$ cat src/rtl/alu_pkg.sv
// Shared definitions for the sequential ALU: opcodes, FSM states and flag bit positions.
package alu_pkg;

  typedef enum logic [3:0] {
    OP_PASSA = 4'b0000,
    OP_PASSB = 4'b0001,
    OP_NEGA  = 4'b0010,
    OP_NEGB  = 4'b0011,
    OP_LTS   = 4'b0100,
    OP_XNOR  = 4'b0101,
    OP_ADD   = 4'b0110,
    OP_SUB   = 4'b0111,
    OP_MUL   = 4'b1000,
    OP_AND   = 4'b1001,
    OP_OR    = 4'b1010,
    OP_XOR   = 4'b1011,
    OP_SHL   = 4'b1100,
    OP_SHR   = 4'b1101,
    OP_SRA   = 4'b1110,
    OP_LTU   = 4'b1111
  } op_e;

  typedef enum logic [0:0] {
    IDLE = 1'b0,
    MUL  = 1'b1
  } state_e;

  localparam int FLG_Z = 0;
  localparam int FLG_N = 1;
  localparam int FLG_V = 2;
  localparam int FLG_C = 3;

endpackage

$ cat src/rtl/alu_mul_iter.sv
// Iterative shift-add multiplier: one partial product per clock while run_i is high.
module alu_mul_iter
  import alu_pkg::*;
#(
  parameter int WIDTH = 6
) (
  input  logic                 clk,
  input  logic                 rst,
  input  logic                 start_i,
  input  logic                 run_i,
  input  logic [WIDTH-1:0]     a_i,
  input  logic [WIDTH-1:0]     b_i,
  output logic                 done_o,
  output logic [2*WIDTH-1:0]   prod_o
);

  localparam int CW = (WIDTH > 1) ? $clog2(WIDTH) : 1;

  logic [WIDTH-1:0]   a_q, b_q;
  logic [2*WIDTH-1:0] acc_q, acc_d, addend;
  logic [CW-1:0]      cnt_q;

  always_comb begin
    addend = b_q[cnt_q] ? ({{WIDTH{1'b0}}, a_q} << cnt_q) : '0;
    acc_d  = acc_q + addend;
  end

  // The last step's sum is exposed directly so the product lands on the same edge.
  assign done_o = run_i && (cnt_q == CW'(WIDTH - 1));
  assign prod_o = acc_d;

  always_ff @(posedge clk or posedge rst) begin
    if (rst) begin
      a_q   <= '0;
      b_q   <= '0;
      acc_q <= '0;
      cnt_q <= '0;
    end else if (start_i) begin
      a_q   <= a_i;
      b_q   <= b_i;
      acc_q <= '0;
      cnt_q <= '0;
    end else if (run_i) begin
      acc_q <= acc_d;
      cnt_q <= cnt_q + 1'b1;
    end
  end

endmodule

$ cat src/rtl/alu_seq.sv
// Registered ALU with valid/ready handshakes and status flags.
// Define ALU_MUL_EN to build the iterative multiplier for opcode 1000.
module alu_seq
  import alu_pkg::*;
#(
  parameter int WIDTH = 6,
  parameter int SHW   = $clog2(WIDTH)
) (
  input  logic             clk,
  input  logic             rst,
  input  logic [WIDTH-1:0] A,
  input  logic [WIDTH-1:0] B,
  input  logic [3:0]       fxn,
  input  logic             in_valid,
  output logic             in_ready,
  output logic [WIDTH-1:0] X,
  output logic [3:0]       flags,
  output logic             out_valid,
  input  logic             out_ready,
  output logic             busy
);

  localparam logic [WIDTH-1:0] MOST_NEG = {1'b1, {(WIDTH-1){1'b0}}};

  state_e                  state_q, state_d;
  logic [WIDTH-1:0]        x_q, x_d;
  logic [3:0]              flags_q, flags_d;
  logic                    ovalid_q, ovalid_d;
  logic                    accept, load, loadC, loadV;
  logic [WIDTH-1:0]        loadX;

  logic [WIDTH:0]          sum, diff;
  logic [SHW-1:0]          shamt;
  logic                    shOver, ltS;
  logic signed [WIDTH-1:0] sraVal;
  logic [WIDTH-1:0]        resX;
  logic                    resC, resV;

  assign sum    = {1'b0, A} + {1'b0, B};
  assign diff   = {1'b0, A} - {1'b0, B};
  assign shamt  = B[SHW-1:0];
  assign shOver = 32'(shamt) >= WIDTH;
  assign ltS    = $signed(A) < $signed(B);
  assign sraVal = $signed(A) >>> shamt;

  always_comb begin
    resX = '0;
    resC = 1'b0;
    resV = 1'b0;
    case (op_e'(fxn))
      OP_PASSA: resX = A;
      OP_PASSB: resX = B;
      OP_NEGA:  begin resX = -A; resV = (A == MOST_NEG); end
      OP_NEGB:  begin resX = -B; resV = (B == MOST_NEG); end
      OP_LTS:   resX = {{(WIDTH-1){1'b0}}, ltS};
      OP_XNOR:  resX = ~(A ^ B);
      OP_ADD: begin
        resX = sum[WIDTH-1:0];
        resC = sum[WIDTH];
        resV = (A[WIDTH-1] == B[WIDTH-1]) && (sum[WIDTH-1] != A[WIDTH-1]);
      end
      OP_SUB: begin
        resX = diff[WIDTH-1:0];
        resC = ~diff[WIDTH];
        resV = (A[WIDTH-1] != B[WIDTH-1]) && (diff[WIDTH-1] != A[WIDTH-1]);
      end
`ifdef ALU_MUL_EN
      OP_MUL:   resX = '0;
`else
      OP_MUL:   resV = 1'b1;
`endif
      OP_AND:   resX = A & B;
      OP_OR:    resX = A | B;
      OP_XOR:   resX = A ^ B;
      OP_SHL:   resX = shOver ? '0 : (A << shamt);
      OP_SHR:   resX = shOver ? '0 : (A >> shamt);
      OP_SRA:   resX = shOver ? {WIDTH{A[WIDTH-1]}} : sraVal;
      OP_LTU:   resX = {{(WIDTH-1){1'b0}}, (A < B)};
      default:  resX = '0;
    endcase
  end

  assign in_ready = !rst && (state_q == IDLE) && (!ovalid_q || out_ready);
  assign accept   = in_valid && in_ready;

`ifdef ALU_MUL_EN
  logic                 isMul, mulDone;
  logic [2*WIDTH-1:0]   mulProd;

  assign isMul = (op_e'(fxn) == OP_MUL);
  assign busy  = (state_q == MUL);

  alu_mul_iter #(.WIDTH(WIDTH)) uMul (
    .clk     (clk),
    .rst     (rst),
    .start_i (accept && isMul),
    .run_i   (state_q == MUL),
    .a_i     (A),
    .b_i     (B),
    .done_o  (mulDone),
    .prod_o  (mulProd)
  );
`else
  assign busy = 1'b0;
`endif

  // A fresh result wins over draining, so out_valid stays high on back-to-back edges.
  always_comb begin
    state_d  = state_q;
    x_d      = x_q;
    flags_d  = flags_q;
    ovalid_d = ovalid_q && !out_ready;
    loadX    = resX;
    loadC    = resC;
    loadV    = resV;
`ifdef ALU_MUL_EN
    load = accept && !isMul;
    if (accept && isMul) begin
      state_d = MUL;
    end
    if (mulDone) begin
      state_d = IDLE;
      load    = 1'b1;
      loadX   = mulProd[WIDTH-1:0];
      loadC   = |mulProd[2*WIDTH-1:WIDTH];
      loadV   = 1'b0;
    end
`else
    load = accept;
`endif
    if (load) begin
      x_d            = loadX;
      flags_d[FLG_C] = loadC;
      flags_d[FLG_V] = loadV;
      flags_d[FLG_N] = loadX[WIDTH-1];
      flags_d[FLG_Z] = (loadX == '0);
      ovalid_d       = 1'b1;
    end
  end

  always_ff @(posedge clk or posedge rst) begin
    if (rst) begin
      state_q  <= IDLE;
      x_q      <= '0;
      flags_q  <= '0;
      ovalid_q <= 1'b0;
    end else begin
      state_q  <= state_d;
      x_q      <= x_d;
      flags_q  <= flags_d;
      ovalid_q <= ovalid_d;
    end
  end

  assign X         = x_q;
  assign flags     = flags_q;
  assign out_valid = ovalid_q;

endmodule

$ cat config.mk
export PLATFORM = sky130hd
export DESIGN_NAME = alu_seq
export DESIGN_NICKNAME = d
export VERILOG_FILES = /design/src/rtl/alu_pkg.sv /design/src/rtl/alu_mul_iter.sv /design/src/rtl/alu_seq.sv
export SDC_FILE = /design/constraint.sdc
export NUM_CORES = 1
export LEC_CHECK = 0
export CAP_MARGIN = 25
export CORE_MARGIN = 2
export CORE_UTILIZATION = 41
export DETAILED_ROUTE_END_ITERATION = 10
export MAX_ROUTING_LAYER = met4
export PLACE_DENSITY_LB_ADDON = 0.08
export SYNTH_ARGS = -nofsm -noshare
export SYNTH_HDL_FRONTEND = slang
export SYNTH_SLANG_ARGS = --single-unit
export TNS_END_PERCENT = 5
$ cat constraint.sdc
create_clock -name clk -period 2.2 [get_ports clk]
set_clock_uncertainty 0.05 [all_clocks]
set_input_delay 0.44 -clock clk [delete_from_list [all_inputs] [get_ports clk]]
set_output_delay 0.44 -clock clk [all_outputs]
set_load 0.01 [all_outputs]
# Word level (Yosys, flattened, before mapping)
# Index checks and enable logic that the tools add are counted.
[word_totals]
input_bits = 20
register_bits = 11
[op_classes]
bitwise_logic = 5
mux = 7
add_sub_neg = 4
reduce_logical = 11
n_lt_le_gt_ge = 3
eq_ne = 21
shifts = 3
[ops]
columns = ["op", "count"]
rows = [
  ["$pmux W6 S15", 1],
  ["$eq A4 B4 Y1 const B", 8],
  ["$mux W6", 3],
  ["$eq A4 B3 Y1 const B", 4],
  ["$eq A6 B6 Y1 const B", 2],
  ["$lt A6 B6 Y1", 2],
  ["$neg A6 Y6", 2],
  ["$eq A4 B2 Y1 const B", 2],
  ["$add A6 B6 Y7", 1],
  ["$sub A6 B6 Y7", 1],
  ["$and A6 B6 Y6", 1],
  ["$logic_not A6 Y1", 1],
  ["$not A6 Y6", 1],
  ["$or A6 B6 Y6", 1],
  ["$shl A6 B3 Y6", 1],
  ["$shr A6 B3 Y6", 1],
  ["$sshr A6 B3 Y6", 1],
  ["$xor A6 B6 Y6", 1],
  ["$logic_and A1 B1 Y1", 5],
  ["$pmux W1 S5", 1],
  ["$eq A4 B1 Y1 const B", 1],
  ["$logic_not A4 Y1", 1],
  ["$ge A3 B3 Y1 const B", 1],
  ["$logic_not A1 Y1", 3],
  ["6 further kinds", 8],
]

# Depth between registers and ports, before layout
# Gate-level depths: netlist (run 1).
[depth]
depth_word = 5
depth_mapped = 11

# Worst setup path after synthesis (run 1)
# OpenSTA, ideal clock, no wires.
[synth_path]
path_kind = "input port to flip-flop"
startpoint = "in B[0]"
endpoint = "reg flags_q[0] (netlist: flags[0])"
slack_ns = -0.476
path_stages = 11
arrival_ns = 2.505
setup_ns = 0.122
path_buffers = 2
required_ns = 2.028
path_cell_list = "buf_2 clkbuf_1 inv_1 ha_1 o21ai_0 a21oi_1 a211o_1 a221oi_2 a211o_2 and4b_1 a32o_1"
[synth_between]
elab_chain_cells = 4
word_cells_on_any_way = 18
classes_between = "3 x add/sub; 3 x order compare; 3 x shift; 4 x mux; 4 x bitwise; 1 x reduce/logical"
[synth_rtl]
columns = ["item", "line_no", "source"]
rows = [
  ["start, declared", "alu_seq.sv:12", "input logic [WIDTH-1:0] B,"],
  ["parallel branches: the longest is 2 deep, another holds $sub A6 B6 Y7", "--", ""],
  ["$pmux W6 S15 *", "alu_seq.sv:50", "case (op_e'(fxn))"],
  ["$logic_not A6 Y1 *", "alu_seq.sv:136", "flags_d[FLG_Z] = (loadX == '0);"],
  ["end signal, assigned", "alu_seq.sv:150", "flags_q <= flags_d;"],
  ["end, declared", "alu_seq.sv:27", "logic [3:0] flags_q, flags_d;"],
]
# Every way passes the cells marked *.
# A chain may end at the register's enable or synchronous reset.

# Worst setup path in the final report (run 1)
[layout_path]
startpoint = "in A[0]"
endpoint = "reg flags_q[0] (netlist: flags[0])"
[layout_between]
elab_chain_cells = 4
word_cells_on_any_way = 17
classes_between = "3 x add/sub; 2 x order compare; 3 x shift; 4 x mux; 4 x bitwise; 1 x reduce/logical"
[layout_rtl]
columns = ["item", "line_no", "source"]
rows = [
  ["start, declared", "alu_seq.sv:11", "input logic [WIDTH-1:0] A,"],
  ["parallel branches: the longest is 2 deep, another holds $sub A6 B6 Y7", "--", ""],
  ["$pmux W6 S15 *", "alu_seq.sv:50", ""],
  ["$logic_not A6 Y1 *", "alu_seq.sv:136", ""],
]
# Marks and branches as above.

==> run_results.csv, run 1 <==
group,metric,value,unit
run_status,status,"complete, but fails checks",
run_status,violations,"negative setup slack",
routing,top_layer_used,"met4",
setup_path,crit_fanout,3,
cts,cts_made_buffers,3,
layout,area_growth,67.48,%
routing,via_count,3015,
cts,cts_buffer_depth,2,
setup_path,crit_required,2.33,ns
global_route,grt_overflow,0,
die,start_util,41.92,%
sta,period_share,102.2,%
routing,ant_nets,0,
yosys,synth.net_count,358,
sta,rsz0062_at_grt,"yes",
yosys,yosysSeqAreaShare,11.04,%
yosys,synth_top_cell_area_share,12.15,%
power,vdd_ir_drop_max,0.0002502,V
global_route,grt_max_degree,19,
power,leakagePower,0.001721,uW
yosys,synth.avg_cell_area,7.216,sq um
sta,max_freq,444.6,MHz
worst_hold_path,hold_class,"reg2reg",
place,dp_hpwl,7152,um
cts,htree_num_levels,1,
layout,layout.nets,496,
setup_path,path_delay_family,"compound AO/OA/AOI/OAI gates",
die,die_area,6137,sq um
sta,setup_viol,1,
setup_path,crit_buf_inv,2,
setup_path,slowest_stage,"fa_2",
die,rows,27,
die,core-area,5405,sq um
global_route,antenna_found_initial,0,
routing,avgViaCountPerCell,5.765,
routing,wl_met3,702,um
global_route,grt_usage,31.48,%
routing,drc_errors,0,
routing,drt-total-wl,9365,um
cts,clkTransAtPathRegs,0.05,ns
sta,hold_viol,0,
layout,diodes,0,
cts,cts_tree,"yes",
yosys,yosys_most_used_dff,"dfrtp_1",
setup_path,cp-start-kind,"primary input",
global_route,grt_pass1_vias,2882,
yosys,ys_seq_elements,10,
layout,final_cell_mix,"buf_4, nand2_1, nor2_1",
place,place_congestion,0.9662,
sta,final_max_slew_viol_count,0,
routing,drt-met1-wl,3992,um
sta,setup_ws,-0.04935,ns
yosys,yosys_warnings,0,
sta,fin_crit,2.249,ns
place,io_buffers,31,
flow_run,max_cap_viol_count,0,
yosys,synthTopCellsByArea,"ha_1, dfrtp_1, nand2_1",
setup_path,path_cells,"buf_8 > inv_1 > ha_2 > fa_2 > mux2i_1 > a31oi_1 > o221ai_1 > a211o_2 > and4b_1 > a32o_1",
sta,hold_slack,0.4248,ns
setup_path,crit_path_max_incr_delay,0.52,ns
cts,insertion_delay,0.24,ns
yosys,syn_area,2266,sq um
yosys,synth_cell_type_count,65,
die,ioPinCount,33,
cts,clock-root-buffer,"clkbuf_8",
routing,routedWlPerCell,17.91,um
layout,mostFrequentLayoutCell,"buf_4",
yosys,yosysTopAreaCell,"ha_1",
routing,drt-initial-drc-count,242,
global_route,grt_pass1_wl,14730,um
place,pre_cts_ws,-0.8851,ns
setup_path,cp-end-kind,"flip-flop",
layout,fillers,434,
layout,final_layout_size_suffix_gt1_share,43.02,%
setup_path,worstPathArrival,2.38,ns
yosys,synth-edff-count,0,
die,die_x,78.34,um
die,die_h,78.34,um
cts,cts_num_sinks,10,
routing,drtPass1Iterations,5,
power,powerDensity,350.0,nW/um^2
routing,wl_met2,4321,um
yosys,synth-async-reset-ratio,100.0,%
yosys,syn_inst,314,
setup_path,critical_path_class,"in2reg",
==> through the flow <==
| step | cells | instance area [sq um] | power, uW | TNS [ns] | utilization [%] |
|---|---|---|---|---|---|
| 6_report | 523 | 3795 | 1328 | -0.04935 | 70.21 |
| 5_1_grt | 523 | 3795 | 1404 | -0.1601 | 70.21 |
| 4_1_cts | 521 | 3776 | 1295 | -0.04718 | 69.86 |
| 3_5_place_dp | 502 | 3378 | 975.2 | -6.538 | 62.50 |
| 3_3_place_gp | 502 | 3378 | 978.7 | -6.455 | 62.50 |
| 2_1_floorplan | 314 | 2325 | 601.7 | -0.3101 | - |
==> routing by layer <==
metal  track usage (%)  up-vias
met1             39.23     1390
met3             5.287       34
met4             12.46        0
met5                 -        -
met2             50.95      160
li1                  -     1431
==> sequential cells by signal, summed over array words and instances, names as in the netlist <==
register   flops
X              5
flags          4
out_valid      1
==> synth_stat cells, types with 3 or more instances <==
cell      instances
nor3_1           14
nand4_1           6
o211ai_1          6
o21ai_0          13
o21bai_1          3
a21oi_1          19
nand3_1          11
nand2b_1          5
clkbuf_1          6
nor2_1           24
ha_1             22
and3_1            6
buf_2            10
o22ai_1           3
inv_1            21
dfrtp_1          10
o221ai_1          4
xnor2_1           9
mux2_2            5
a22oi_1           3
mux2i_1          11
nand2_1          35
nor2b_1           5
nor4_1            3
buf_4             5
a31oi_1           4
==> path summary, 6_finish.rpt <==
check	cells after the start	endpoint	slack, ns	from
setup / recovery	10	flags[0]	-0.05	A[0]
setup reg to reg	7	flags[0]	0.43	out_valid
hold reg to reg	2	flags[2]	0.42	flags[2]
max in group asynchronous	3	out_valid	1.51	rst
min in group asynchronous	3	flags[0]	0.46	rst
hold / removal	2	flags[2]	0.42	flags[2]
==> worst reg2reg max path, cell delays in order, from the launching register on <==
cell and delay [ns]:
dfrtp_1 0.37, nand2b_1 0.09, nand3_1 0.19, a2111oi_2 0.26
nand4_1 0.17, nor3_2 0.21, and4b_1 0.22, a32o_1 0.16
==> timing repair <==
| action | CTS | global route |
|---|---|---|
| pin swaps | 30 | 18 |
| resized for setup | 101 | 20 |
| hold buffers | 0 | 0 |
| setup endpoints to repair | 10 | 8 |
| buffers inserted | 15 | 2 |
| gates cloned | 0 | 0 |
==> layout make-up <==
cell class	instances	area [sq um]	area share, %
multi-input combinational	260	2037	53.68
timing repair buffer	155	1267	33.40
sequential	10	250.2	6.594
inverter	22	95.09	2.506
tap	72	90.09	2.374
clock buffer	4	55.05	1.451
==> power breakdown <==
group / internal (uW) / total, uW / switching, uW / leakage (uW)
clock: 158 / 232 / 74.4 / 0.0000288
combinational: 451 / 862 / 411 / 0.00156
sequential: 216 / 234 / 18.1 / 0.000128
==> cell families (layout without fill, tap and decap cells) <==
| logic type | Yosys count | count (layout) | share of synthesized area [%] |
|---|---|---|---|
| mux | 16 | 16 | 7.344 |
| xor+xnor | 9 | 9 | 3.479 |
| simple gates | 124 | 124 | 27.94 |
| other cells | 1 | 1 | 0.1655 |
| fa+ha+maj | 24 | 24 | 13.91 |
| compound gates | 86 | 86 | 27.11 |
| flops | 10 | 10 | 11.04 |
| buf+inv | 44 | 181 | 9.001 |
(Power assumes the default switching activity.)
==> run 2: changes to the inputs <==
CTS_CLUSTER_SIZE = 25   (was not set)
==> results of run 2 <==
Same layout as run 1: the final DEF is identical, and so are final timing and power.
==> run 3: changes to the inputs <==
CORE_UTILIZATION = 31   (was 41)
SLEW_MARGIN = 40   (was not set)
==> run 3 against run 2 <==
Compared with the run above: critical endpoint unchanged; non-clock buffer count rose by 3; setup slack improved by 0.031 ns; sequential share of layout area fell by 0.24 points; flip-flop and latch count did not move; sequential power barely moved; register-to-register slack got worse by 0.03 ns; largest cell class unchanged; total power fell by 2.2%; worst hold slack got worse by 0.0024 ns; largest power group unchanged; the run still ends with negative setup slack left; combinational power rose by 2.6%.
==> run_results.csv, run 3 (same netlist as run 1, synthesis figures left out) <==
group,metric,value,unit
power,vdd_ir_drop_max,0.0001978,V
layout,fillers,715,
layout,final_layout_size_suffix_gt1_share,46.58,%
worst_hold_path,whs_path_depth,2,
cts,cts_tree,"yes",
global_route,grt_max_degree,17,
sta,setup_ws,-0.01868,ns
die,start_util,31.58,%
global_route,grt_pass1_vias,2915,
layout,diodes,0,
worst_hold_path,hold_end,"X[0]",
place,place_congestion,0.8887,
global_route,antenna_found_initial,0,
cts,hold_buffers,0,
layout,largest_register_ffs,5,
cts,insertion_delay,0.23,ns
worst_hold_path,hold_class,"reg2reg",
routing,ant_nets,0,
die,core-area,7176,sq um
routing,avgViaCountPerCell,5.389,
setup_path,worstReg2RegStart,"out_valid",
cts,clkTransAtPathRegs,0.04,ns
run_status,violations,"negative setup slack",
sta,hold_viol,0,
layout,final_cell_mix,"buf_4, nand2_1, nor2_1",
die,die_h,89.50,um
sta,setup_viol,2,
routing,drt-total-wl,9724,um
sta,max_freq,450.7,MHz
routing,drt-initial-drc-count,128,
setup_path,cp-start-kind,"primary input",
power,powerDensity,329.9,nW/um^2
sta,rsz0062_at_grt,"yes",
die,rows,31,
global_route,grt_usage,26.06,%
sta,fin_crit,2.219,ns
sta,slew_headroom,64.44,%
setup_path,crit_fanout,5,
cts,cts_buffer_depth,2,
global_route,grt_overflow,0,
cts,cts_num_sinks,10,
place,dp_hpwl,7819,um
routing,routedWlPerCell,17.62,um
place,io_buffers,31,
power,leakagePower,0.001747,uW
routing,drtPass1Iterations,4,
die,ioPinCount,33,
cts,cts_made_buffers,3,
setup_path,critical_path_class,"in2reg",
sta,worstMarginPinSlew,0.5302,ns
flow_run,max_cap_viol_count,0,
layout,area_growth,73.72,%
cts,clock-root-buffer,"clkbuf_8",
worst_hold_path,hold_path.startpoint,"X[0]",
die,die_x,89.50,um
setup_path,worstPathArrival,2.28,ns
routing,via_count,2975,
routing,drc_errors,0,
sta,final_max_slew_viol_count,0,
cts,htree_num_levels,1,
global_route,grt_pass1_wl,15150,um
sta,hold_slack,0.4223,ns
run_status,status,"complete, but fails checks",
sta,period_share,100.8,%
setup_path,crit_required,2.27,ns
setup_path,r2r_cells,7,
sta,finalSetupTns,-0.02674,ns
layout,layout.nets,499,
setup_path,cp-end-kind,"flip-flop",
setup_path,worstReg2RegEnd,"flags[0]",
layout,mostFrequentLayoutCell,"buf_4",
setup_path,r2r_slack,0.40,ns
die,die_area,8009,sq um
layout,final_util,54.86,%
-- run 3: how the worst max path moves through the flow --
stage / start / to
floorplan: B[1] / flags[0]
global placement: B[1] / flags[0]
detailed placement: B[1] / flags[0]
CTS: A[4] / flags[0]
global route: B[1] / flags[0]
finish: B[0] / flags[0]
-- run 3: power breakdown --
| group | total (uW) | internal, uW | leakage (uW) | switching, uW |
|---|---|---|---|---|
| combinational | 884 | 468 | 0.00160 | 415 |
| sequential | 233 | 217 | 0.000128 | 16.6 |
| clock | 182 | 119 | 0.0000216 | 62.6 |
| total | 1300 | 804 | 0.00175 | 495 |
-- run 3: area by class of cell --
cell class	instances	area [sq um]	area share, %
well taps	99	123.9	3.147
inverters	22	95.09	2.416
multi-input cells	260	2093	53.18
repair buffers	158	1333	33.85
clock buffers	3	41.29	1.049
flip-flops and latches	10	250.2	6.357
-- run 3: routing by layer --
layer / routed length (um) / track usage, %
met3: 586 / 3.139
met4: 186 / 7.327
met2: 4789 / 45.66
met1: 4160 / 31.30
met5: 0 / -
-- run 3: timing repair --
action	in CTS	in global routing
pin swaps	28	16
setup buffers	10	1
setup endpoints to repair	10	7
gates cloned	1	1
endpoints found under the hold margin	0	0
resized for setup	116	27
-- run 3: critical path, stage by stage --
cell and delay (ns):
buf_6 0.11, ha_4 0.13, inv_1 0.04, fa_2 0.38, buf_4 0.16, o32ai_1 0.32
nand2_1 0.11, o311ai_1 0.12, nor3_2 0.09, and4b_1 0.18, a32o_1 0.21
-- run 3: stage by stage --
| step | setup WS, ns | std cells | power, uW | cell area (sq um) |
|---|---|---|---|---|
| after detailed placement | -0.9737 | 536 | 994.5 | 3465 |
| after global placement | -0.9967 | 536 | 993.3 | 3465 |
| after CTS | -0.03830 | 550 | 1273 | 3862 |
| after global routing | -0.08918 | 552 | 1391 | 3936 |
| final | -0.01868 | 552 | 1299 | 3936 |
| after floorplan | -0.1134 | 314 | 601.7 | 2325 |
